===== src/rtl/shift_link_pkg.sv =====
// -----------------------------------------------------------------------------
// shift_link_pkg
// Definitions shared by the serial link serializer, the deserializer and their
// benches: the word width, the bit counter width, the receive FSM state
// encoding, the default preset pattern and the LSB-first shift helper.
// -----------------------------------------------------------------------------
package shift_link_pkg;

  localparam int WORD_W = 31;
  // Wide enough to hold the values 0..WORD_W.
  localparam int CNT_W  = $clog2(WORD_W + 1);

  // Default preset pattern loaded by the serializer.
  localparam logic [WORD_W-1:0] PRESET_WORD = 31'h2AAA_AAAA;

  typedef enum logic {
    HUNT = 1'b0,
    LOCK = 1'b1
  } state_e;

  // Shift one bit in at the MSB end. Because the stream is LSB first, the first
  // bit received reaches position 0 after WORD_W shifts.
  function automatic logic [WORD_W-1:0] shift_in(input logic [WORD_W-1:0] sr,
                                                 input logic              b);
    return {b, sr[WORD_W-1:1]};
  endfunction

endpackage


===== src/rtl/shift_deser_errcnt.sv =====
// -----------------------------------------------------------------------------
// shift_deser_errcnt
// Compares each completed word against a reference word and counts the
// mismatches in a 16-bit counter that saturates at 16'hFFFF.
//
// Ports:
//   clk_i       clock, rising edge
//   rst_i       asynchronous active-high reset
//   wr_i        a word completes on this edge
//   word_i      the word being completed
//   expected_i  reference word, sampled on the completion edge
//   err_cnt_o   registered mismatch count
// -----------------------------------------------------------------------------
module shift_deser_errcnt
  import shift_link_pkg::*;
(
  input  logic              clk_i,
  input  logic              rst_i,
  input  logic              wr_i,
  input  logic [WORD_W-1:0] word_i,
  input  logic [WORD_W-1:0] expected_i,
  output logic [15:0]       err_cnt_o
);

  logic [15:0] cnt_q;
  logic [15:0] cnt_d;

  always_comb begin
    cnt_d = cnt_q;
    if (wr_i && (word_i != expected_i) && (cnt_q != 16'hFFFF)) begin
      cnt_d = cnt_q + 16'd1;
    end
  end

  always_ff @(posedge clk_i or posedge rst_i) begin
    if (rst_i) begin
      cnt_q <= '0;
    end else begin
      cnt_q <= cnt_d;
    end
  end

  assign err_cnt_o = cnt_q;

endmodule


===== src/rtl/shift_deser_31.sv =====
// -----------------------------------------------------------------------------
// shift_deser_31
// Serial-to-parallel receiver. Reassembles 31-bit words from an LSB-first bit
// stream qualified by bit_valid and framed by a sync marker on bit 0. A
// completed word is held in an output register behind a valid/ack handshake.
//
// Optional feature: define SHIFT_DESER_ERRCNT_EN to add a mismatch counter that
// compares each completed word against expected_word (adds ports expected_word
// and err_cnt).
//
// Ports:
//   qzt_clk        clock, rising edge
//   reset          asynchronous active-high reset
//   serial_in      serial data bit, LSB first
//   bit_valid      serial_in carries a bit this cycle
//   sync           qualified bit is bit 0 of a word
//   word_ack       consumer accepts word
//   word           last completed word (bit 0 = first bit received)
//   word_valid     word holds an unconsumed word
//   frame_err      one-cycle pulse when a sync aborts a partial word
//   overrun        sticky, a word was overwritten before it was acked
//   bit_cnt        bits collected in the current word
//   expected_word  reference word (SHIFT_DESER_ERRCNT_EN only)
//   err_cnt        saturating mismatch count (SHIFT_DESER_ERRCNT_EN only)
// -----------------------------------------------------------------------------
module shift_deser_31
  import shift_link_pkg::*;
(
  input  logic              qzt_clk,
  input  logic              reset,
  input  logic              serial_in,
  input  logic              bit_valid,
  input  logic              sync,
  input  logic              word_ack,
  output logic [WORD_W-1:0] word,
  output logic              word_valid,
  output logic              frame_err,
  output logic              overrun,
  output logic [CNT_W-1:0]  bit_cnt
`ifdef SHIFT_DESER_ERRCNT_EN
  ,
  input  logic [WORD_W-1:0] expected_word,
  output logic [15:0]       err_cnt
`endif
);

  localparam logic [CNT_W-1:0] CNT_ONE  = CNT_W'(1);
  localparam logic [CNT_W-1:0] CNT_LAST = CNT_W'(WORD_W - 1);

  state_e              state_q, state_d;
  logic [WORD_W-1:0]   shreg_q, shreg_d;
  logic [CNT_W-1:0]    cnt_q, cnt_d;
  logic [WORD_W-1:0]   word_q, word_d;
  logic                word_valid_q, word_valid_d;
  logic                frame_err_q, frame_err_d;
  logic                overrun_q, overrun_d;

  logic [WORD_W-1:0]   shifted;
  logic                complete;

  always_comb begin
    state_d      = state_q;
    shreg_d      = shreg_q;
    cnt_d        = cnt_q;
    word_d       = word_q;
    frame_err_d  = 1'b0;
    overrun_d    = overrun_q;
    // Ack drops the valid flag; a word completing this cycle re-sets it below.
    word_valid_d = word_valid_q & ~word_ack;
    complete     = 1'b0;
    shifted      = shift_in(shreg_q, serial_in);

    if (bit_valid) begin
      unique case (state_q)
        HUNT: begin
          // Unframed bits are thrown away until a sync marks bit 0.
          if (sync) begin
            shreg_d = shifted;
            cnt_d   = CNT_ONE;
            state_d = LOCK;
          end
        end
        LOCK: begin
          shreg_d = shifted;
          if (sync && (cnt_q != '0)) begin
            // Sync inside a partial word: restart framing at this bit.
            frame_err_d = 1'b1;
            cnt_d       = CNT_ONE;
          end else if (cnt_q == CNT_LAST) begin
            complete     = 1'b1;
            word_d       = shifted;
            word_valid_d = 1'b1;
            cnt_d        = '0;
            // An ack on the same edge frees the old word, so no overrun then.
            if (word_valid_q && !word_ack) begin
              overrun_d = 1'b1;
            end
          end else begin
            cnt_d = cnt_q + CNT_ONE;
          end
        end
        default: state_d = HUNT;
      endcase
    end
  end

  always_ff @(posedge qzt_clk or posedge reset) begin
    if (reset) begin
      state_q      <= HUNT;
      shreg_q      <= '0;
      cnt_q        <= '0;
      word_q       <= '0;
      word_valid_q <= 1'b0;
      frame_err_q  <= 1'b0;
      overrun_q    <= 1'b0;
    end else begin
      state_q      <= state_d;
      shreg_q      <= shreg_d;
      cnt_q        <= cnt_d;
      word_q       <= word_d;
      word_valid_q <= word_valid_d;
      frame_err_q  <= frame_err_d;
      overrun_q    <= overrun_d;
    end
  end

  assign word       = word_q;
  assign word_valid = word_valid_q;
  assign frame_err  = frame_err_q;
  assign overrun    = overrun_q;
  assign bit_cnt    = cnt_q;

`ifdef SHIFT_DESER_ERRCNT_EN
  shift_deser_errcnt u_errcnt (
    .clk_i      (qzt_clk),
    .rst_i      (reset),
    .wr_i       (complete),
    .word_i     (shifted),
    .expected_i (expected_word),
    .err_cnt_o  (err_cnt)
  );
`else
  // Without the mismatch counter the completion strobe has no consumer.
  logic unused_complete;
  assign unused_complete = complete;
`endif

endmodule


===== config.mk =====
export PLATFORM = sky130hd
export DESIGN_NAME = shift_deser_31
export DESIGN_NICKNAME = d
export VERILOG_FILES = /design/src/rtl/shift_link_pkg.sv /design/src/rtl/shift_deser_errcnt.sv /design/src/rtl/shift_deser_31.sv
export SDC_FILE = /design/constraint.sdc
export NUM_CORES = 1
export LEC_CHECK = 0
export ABC_AREA = 1
export CORE_ASPECT_RATIO = 1.1
export CORE_UTILIZATION = 48
export DETAILED_ROUTE_END_ITERATION = 7
export GPL_ROUTABILITY_DRIVEN = 0
export PLACE_DENSITY = 0.82
export SLEW_MARGIN = 20
export SYNTH_ARGS = -nofsm -noshare
export SYNTH_HDL_FRONTEND = slang
export SYNTH_SLANG_ARGS = --single-unit

===== constraint.sdc =====
create_clock -name qzt_clk -period 2.1 [get_ports qzt_clk]
set_clock_uncertainty 0.1 [all_clocks]
set_input_delay 0.42 -clock qzt_clk [delete_from_list [all_inputs] [get_ports qzt_clk]]
set_output_delay 0.42 -clock qzt_clk [all_outputs]
set_load 0.005 [all_outputs]

Word level (Yosys, flattened, before mapping)
Cells that the tools add are included.

storage, ports and cells
  flip-flop bits (word level) = 71

operators by class
  reductions and logical operators = 7
  add/sub/neg operators = 1
  equal/unequal tests = 2
  mux-type cells = 15
  bitwise gates (word level) = 4

operators with widths
  operator               count
  $pmux W31 S2           1
  $mux W31               1
  $mux W5                3
  $pmux W5 S2            1
  $mux W1                9
  $add A5 B1 Y5 const B  1
  $eq A5 B5 Y1 const B   1
  $reduce_and A5 Y1      1
  $reduce_bool A5 Y1     1
  $reduce_and A4 Y1      1
  $not A1 Y1             3
  $logic_and A1 B1 Y1    2
  $ne A2 B2 Y1 const B   1
  $reduce_and A2 Y1      1
  $and A1 B1 Y1          1
  $logic_not A1 Y1       1

Longest topological paths before layout
Gate-level depths: netlist (run 1).

  word-level depth = 6
  mapped depth = 8
  mapped depth without buffers = 7

Least setup slack after synthesis (run 1)
Ideal clock, no wire load.

  path kind = flip-flop to flip-flop
  start point = register cnt_q[0], in the netlist bit_cnt[0]
  end point = register word_q[0], in the netlist word[0]
  cell stages (with the launch flop) = 9
  path buffers = 1
  path slack = 0.568 ns
  arrival = 1.315 ns
  library setup time = 0.117 ns
  cells stage by stage = dfrtp_1 > inv_1 > ha_1 > inv_1 > nor2_4 > nand3_4 > buf_6 > nand2_1 > o21ai_2

on the way
  cells in the longest elaborated chain, start to end = 4
  elaborated cells on any way between the ends = 5

RTL lines
  what                             line                   RTL
  start: declaration               shift_deser_31.sv:52   logic [CNT_W-1:0] cnt_q, cnt_d;
  start signal: assignment         shift_deser_31.sv:119  cnt_q <= cnt_d;
  $reduce_bool A5 Y1               shift_deser_31.sv:85   if (sync && (cnt_q != '0)) begin
  $logic_and A1 B1 Y1              shift_deser_31.sv:85
  $not A1 Y1 (no line)             --
  $reduce_and A4 Y1 (no line) (*)  --
  end signal: assignment           shift_deser_31.sv:120  word_q <= word_d;
  end: declaration                 shift_deser_31.sv:53   logic [WORD_W-1:0] word_q, word_d;

Every way passes the cells marked *; elsewhere a longest branch is shown, timed or not.
A chain may end at the register's enable or synchronous reset.

Final worst setup path (run 1)
  start point = register cnt_q[2], in the netlist bit_cnt[2]
  end point = output port bit_cnt[2]

RTL lines
  what              line                  RTL
  end: declaration  shift_deser_31.sv:39  output logic [CNT_W-1:0] bit_cnt

No word-level cell between the ends.

==> impl_results.md, run 1 <==
* Worst-path fanout max at 8
* Register area share after synthesis at between 50 and 60%
* Die X at 76.4 um
* Grt ovf at 0
* Max-slew violations at 0
* Wire length on met3 at about 250 um
* Reg clk slew, reported paths at about 70 ps
* Met2 wire len at approximately 2400 um
* Worst-Margin Slew at between 400 and 500 ps
* Clk sink count at 70
* Hold crit path type: input port to async pin
* Cells after synthesis at roughly 290
* Pwr dens at between 800 and 900 nW/um2
* Routed Antenna Nets at 0
* Core area at roughly 5800 um2
* Root Driver: clkbuf_8
* Kind of critical path: flip-flop to output pin
* Fillers at about 510
* Register bit count reported by yosys at 70
* MaxCap Viol Count at 0
* Vias/cell at 4.84
* CP max-delay cell: clkdlybuf4s50_1
* Wirelength per Cell at around 12 um
* Ports at 45
* Pre-CTS setup slack at around 240 ps
* Top Metal Used: met4
* DRT Pass-1 Iters at 4
* Post-layout worst setup margin at 122 ps
* DRT Wirelength at 5020 um
* Relative slew slack at approximately 69%
* Post-cts hold buffer count at 0
* Initial antenna violation count at 0
* Syn. warnings at 0
* Worst VDD drop at 0.424 mV
* Final Critical Period at around 2000 ps
* Vias in the first global route at 1908
* Pleak at about 1.7 nW
* Setup TNS at 0 ps
* First-pass GRT wire length at slightly below 9000 um
* Post-CTS setup buffers at 0
* CTS H-tree lvls at 3
* Synth cell types at 22
* Startpoint Class: flip-flop
* Initial Util at approximately half
* Slowest stage delay, CP at about 580 ps
* Die footprint at 6400 um2
* Nets at between 300 and 400
* Syn_area_per_cell at slightly above 10 um2
* WP data arrival at between 1000 and 1500 ps
* DRT iter0 DRCs at 117
* Gr usage total at around 18%
* Largest net degree at the start of global routing at 51
* Vias post-DR at approximately 2000
* Worst Path Buf+Inv at 1
* CTS tree: done
* Syn nets at a little under 300
* WL met1 at between 2000 and 2500 um
* Endpoints failing hold at 0
* IO buf count at 44
* Leading cell type in the layout, fill and taps excluded: nand2_1
* Drc violations at 0
* CP top delay family: buffers and inverters
* Diodes inserted at 0
* Endpoints failing setup at 0
* Syn Std Cell Area at 2920 um2
* Layout cells sized above 1 at approximately 18%
* Post-CTS sizing at 0
* Clock latency on the worst-skew pair at ~330 ps
* Area grow syn2layout at 24.0%
* RSZ-0062 raised after global routing: no
* Hpwl dp at around 3400 um
* Period utilization at between 90 and 100%
* Hold_ws at about 360 ps
* Die Y at approximately 84 um
* Commonest non-fill, non-tap cells in the layout: nand2_1, dfrtp_1, clkdlybuf4s50_1
* Core Rows at 29
* CTS Buf Count at 9
* CP Cell Sequence: clkdlybuf4s50_1
* Status: finished clean
* FMAX at ~510 MHz
* Worst-case clock buffer depth at 2
* Critical Path RT at ~1600 ps
* Crit end category: output pin
## report_power, final
part | switching [mW] | internal, mW | total, mW
combinational | 0.251 | 0.163 | 0.414
clock | 0.466 | 0.522 | 0.988
sequential | 0.111 | 1.49 | 1.60
total | 0.828 | 2.17 | 3.00
## registers in the layout, summed over array words and instances (netlist names)
register    cells
frame_err       1
state_q         1
overrun         1
word_valid      1
word           31
bit_cnt         5
shreg_q        30
## through the flow
stage / power [mW] / cell area (um2) / util, % / std cells
after floorplan: 1.90 / 2920 / - / 289
after global placement: 2.01 / 3440 / 59.2 / 402
after detailed placement: 2.03 / 3440 / 59.2 / 402
after CTS: 3.04 / 3620 / 62.4 / 418
after global routing: 3.17 / 3620 / 62.4 / 418
final: 3.00 / 3620 / 62.4 / 418
## final cells by class
type	instances	area (um2)	share of cell area [%]
clock buffers	13	169	4.66
well taps	77	96.3	2.66
inverters	44	169	4.66
repair buffers	50	523	14.4
flip-flops and latches	70	1750	48.4
multi-input cells	161	896	24.7
clock inverters	3	17.5	0.484
## logic make-up (layout without fill, tap and decap cells)
family | count (synthesis) | count (layout) | share of synthesized area, %
buf+inv | 58 | 110 | 9.43
compound gates | 69 | 69 | 16.3
simple gates | 88 | 88 | 12.7
fa+ha+maj | 3 | 3 | 1.29
xor+xnor | 1 | 1 | 0.300
flops | 70 | 70 | 60.0
## layer usage
metal / track usage [%] / vias up
li1: - / 992
met1: 22.6 / 955
met2: 27.5 / 65
met3: 4.37 / 10
met4: 9.44 / 0
met5: 0 / -
## path summary, 6_finish.rpt
path / cells past startpoint / endpoint / from / slack [ps]
min in group qzt_clk: 2 / word[21] / word[21] / 380
worst min-delay path: 2 / word[20] / reset / 360
max in group asynchronous: 3 / word[4] / reset / 1070
worst min register to register: 2 / word[21] / word[21] / 380
worst max register to register: 8 / word[7] / bit_cnt[0] / 400
worst max-delay path: 1 / bit_cnt[2] / bit_cnt[2] / 120
## cell usage after synthesis
cell type / count / area share [%]
nand2_1: 72 / 9.3
dfrtp_1: 70 / 60
inv_1: 44 / 5.7
o21ai_0: 33 / 5.7
o21ai_2: 31 / 9.3
buf_6: 7 / 2.7
nor2_1: 6 / 0.77
buf_2: 4 / 0.69
clkbuf_1: 3 / 0.39
ha_1: 3 / 1.3
nand3_1: 3 / 0.51
nand4_1: 3 / 0.64
a21boi_0: 1 / 0.26
a21oi_1: 1 / 0.17
a31o_2: 1 / 0.30
nand2_2: 1 / 0.21
nand3_2: 1 / 0.34
nand3_4: 1 / 0.60
nor2_4: 1 / 0.39
o21bai_2: 1 / 0.39
o22ai_1: 1 / 0.21
xnor2_1: 1 / 0.30
(Power assumes the default switching activity.)
==> run 2, diff against run 1 <==
- CTS_CLUSTER_SIZE: unset -> 8
==> results of run 2 <==
No change in the layout: final DEF, timing and power equal those of run 1.
==> run 3, diff against run 2 <==
- CORE_ASPECT_RATIO: 1.1 -> 1.2
- PLACE_DENSITY: 0.82 -> 0.75
==> run 3 against run 2 <==
Sequential share of layout area decreased by 0.95 points. Final cell count increased by 0.96%. Register-to-register slack got worse by 160 ps. Setup slack improved by 44 ps. Design area increased by 2.0%. Critical endpoint unchanged. Largest power group unchanged.
==> impl_results.md, run 3 (same netlist as run 1, synthesis figures left out) <==
* Clock latency on the worst-skew pair at 340 ps (was 330 ps)
* CP top delay family: buffers and inverters (unchanged)
* Vias/cell at 4.81 (was 4.84)
* Layout cells sized above 1 at 18.1% (was 17.6%)
* Pwr Total at 3.19 mW (was 3.00 mW)
* Vias post-DR at 2031 (was 2022)
* Period utilization at 92.1% (was 94.2%)
* Post-cts hold buffer count at 0 (unchanged)
* Hpwl dp at 3440 um (was 3410 um)
* Worst-path fanout max at 8 (unchanged)
* Post-route core utilization at 64.3% (was 62.4%)
* Kind of critical path: flip-flop to output pin (unchanged)
* DRT Wirelength at 4990 um (was 5020 um)
* CP Cell Sequence: clkdlybuf4s50_1 (unchanged)
* MaxCap Viol Count at 0 (unchanged)
* DRT iter0 DRCs at 168 (was 117)
* CTS H-tree lvls at 3 (unchanged)
* Die footprint at 6400 um2 (about the same)
* Reg2reg end: word[29] (was word[7])
* Grt ovf at 0 (unchanged)
* CTS tree: done (unchanged)
* Root Driver: clkbuf_8 (unchanged)
* Clk sink count at 70 (unchanged)
* Vias in the first global route at 2083 (was 1908)
* Wirelength per Cell at 11.8 um (was 12.0 um)
* Finished Layout Cells at 422 (was 418)
* Sw Ratio at 26.3% (was 27.6%)
* Status: finished clean (unchanged)
* Reg clk slew, reported paths at 70 ps (about the same)
* Routed Antenna Nets at 0 (unchanged)
* Critical Path RT at 1580 ps (about the same)
* Commonest non-fill, non-tap cells in the layout: nand2_1, dfrtp_1, clkdlybuf4s50_1 (unchanged)
* Core area at 5740 um2 (was 5810 um2)
* Clock power frac at 37.0% (was 32.9%)
* Worst R2R Start: bit_cnt[0] (unchanged)
* Hold crit path type: flip-flop to flip-flop (was input port to async pin)
* Hold_ws at 373 ps (was 359 ps)
* Hold-critical path endpoint: overrun
* Initial antenna violation count at 0 (unchanged)
* Nets at 346 (was 345)
* Post-CTS setup buffers at 0 (unchanged)
* Relative slew slack at 61.8% (was 68.9%)
* CP max-delay cell: clkdlybuf4s50_1 (unchanged)
* Endpoints failing setup at 0 (unchanged)
* Worst R2R Path Depth at 8 (unchanged)
* Initial Util at 50.8% (was 50.3%)
* Worst VDD drop at 0.620 mV (was 0.424 mV)
* Pleak at 1.70 nW (was 1.67 nW)
* Net Switching at 841 uW (was 828 uW)
* DRT Pass-1 Iters at 4 (unchanged)
* CTS Buf Count at 9 (unchanged)
* Internal power at 2.35 mW (was 2.17 mW)
* Seq pwr share at 49.8% (was 53.3%)
* Die X at 73.2 um (was 76.4 um)
* Startpoint Class: flip-flop (unchanged)
* Ports at 45 (unchanged)
* Worst-Margin Slew at 572 ps (was 465 ps)
* Gr usage total at 18.7% (was 17.6%)
* Worst-case clock buffer depth at 2 (unchanged)
* Leading cell type in the layout, fill and taps excluded: nand2_1 (unchanged)
* Drc violations at 0 (unchanged)
* Area grow syn2layout at 26.5% (was 24.0%)
* Post-CTS sizing at 0 (unchanged)
* Comb pwr share at 13.2% (was 13.8%)
* Largest net degree at the start of global routing at 42 (was 51)
* Worst Path Buf+Inv at 1 (unchanged)
* Placed cells at 406 (was 402)
* Setup TNS at 0 ps (unchanged)
* IO buf count at 44 (unchanged)
* Die Y at 87.4 um (was 83.8 um)
* Endpoints failing hold at 0 (unchanged)
* WP data arrival at 1410 ps (was 1460 ps)
* Hold_sp: overrun
* Pwr dens at 864 nW/um2 (was 828 nW/um2)
* Slowest stage delay, CP at 570 ps (was 580 ps)
* Reg2Reg Setup Slack at 240 ps (was 400 ps)
* Max reg flops at 31 (unchanged)
* First-pass GRT wire length at 9050 um (was 8710 um)
* Worst hold path depth at 1
* Final Critical Period at 1930 ps (was 1980 ps)
* FMAX at 517 MHz (was 506 MHz)
* Crit end category: output pin (unchanged)
* RSZ-0062 raised after global routing: no (unchanged)
* Max-slew violations at 0 (unchanged)
* Core Rows at 30 (was 29)
* Diodes inserted at 0 (unchanged)
[run 3: metal layers]
layer  share of wire (%)  up-vias  routed length [um]  global-route usage, %
met5                   0        -                   0                      0
met2                  49       41                2460                   30.9
li1                    -     1002                   -                      -
met1                  44      975                2220                   23.0
met3                 3.6       13                 180                   4.28
met4                 2.7        0                 133                   9.27
[run 3: through the flow]
step	cell area, um2	setup slack, ps
after floorplan	2920	568
after global placement	3470	185
after detailed placement	3470	140
after CTS	3690	148
after global routing	3690	49.6
final	3690	167
[run 3: final cells by class]
class | instances | area, um2
Sequential cell | 70 | 1750
Tap cell | 80 | 100
Clock buffer | 10 | 138
Timing Repair Buffer | 51 | 556
Fill cell | 461 | 2050
Clock inverter | 6 | 85.1
Inverter | 44 | 169
Multi-Input combinational cell | 161 | 896
[run 3: power by group through the flow]
stage	combinational, mW	clock (mW)	sequential, mW
final	0.422	1.18	1.59
after floorplan	0.315	0	1.58
after CTS	0.428	1.21	1.59
after global routing	0.493	1.27	1.61
after global placement	0.409	0	1.61
after detailed placement	0.426	0	1.61
[run 3: worst max path at each step]
stage / from / end / slack [ps] / cells past startpoint
floorplan: bit_cnt[0] / word[0] / 570 / 8
detailed placement: bit_valid / word[29] / 140 / 7
global placement: bit_valid / word[15] / 180 / 7
global route: bit_cnt[0] / word[29] / 50 / 8
CTS: bit_cnt[2] / bit_cnt[2] / 150 / 1
finish: bit_cnt[2] / bit_cnt[2] / 170 / 1
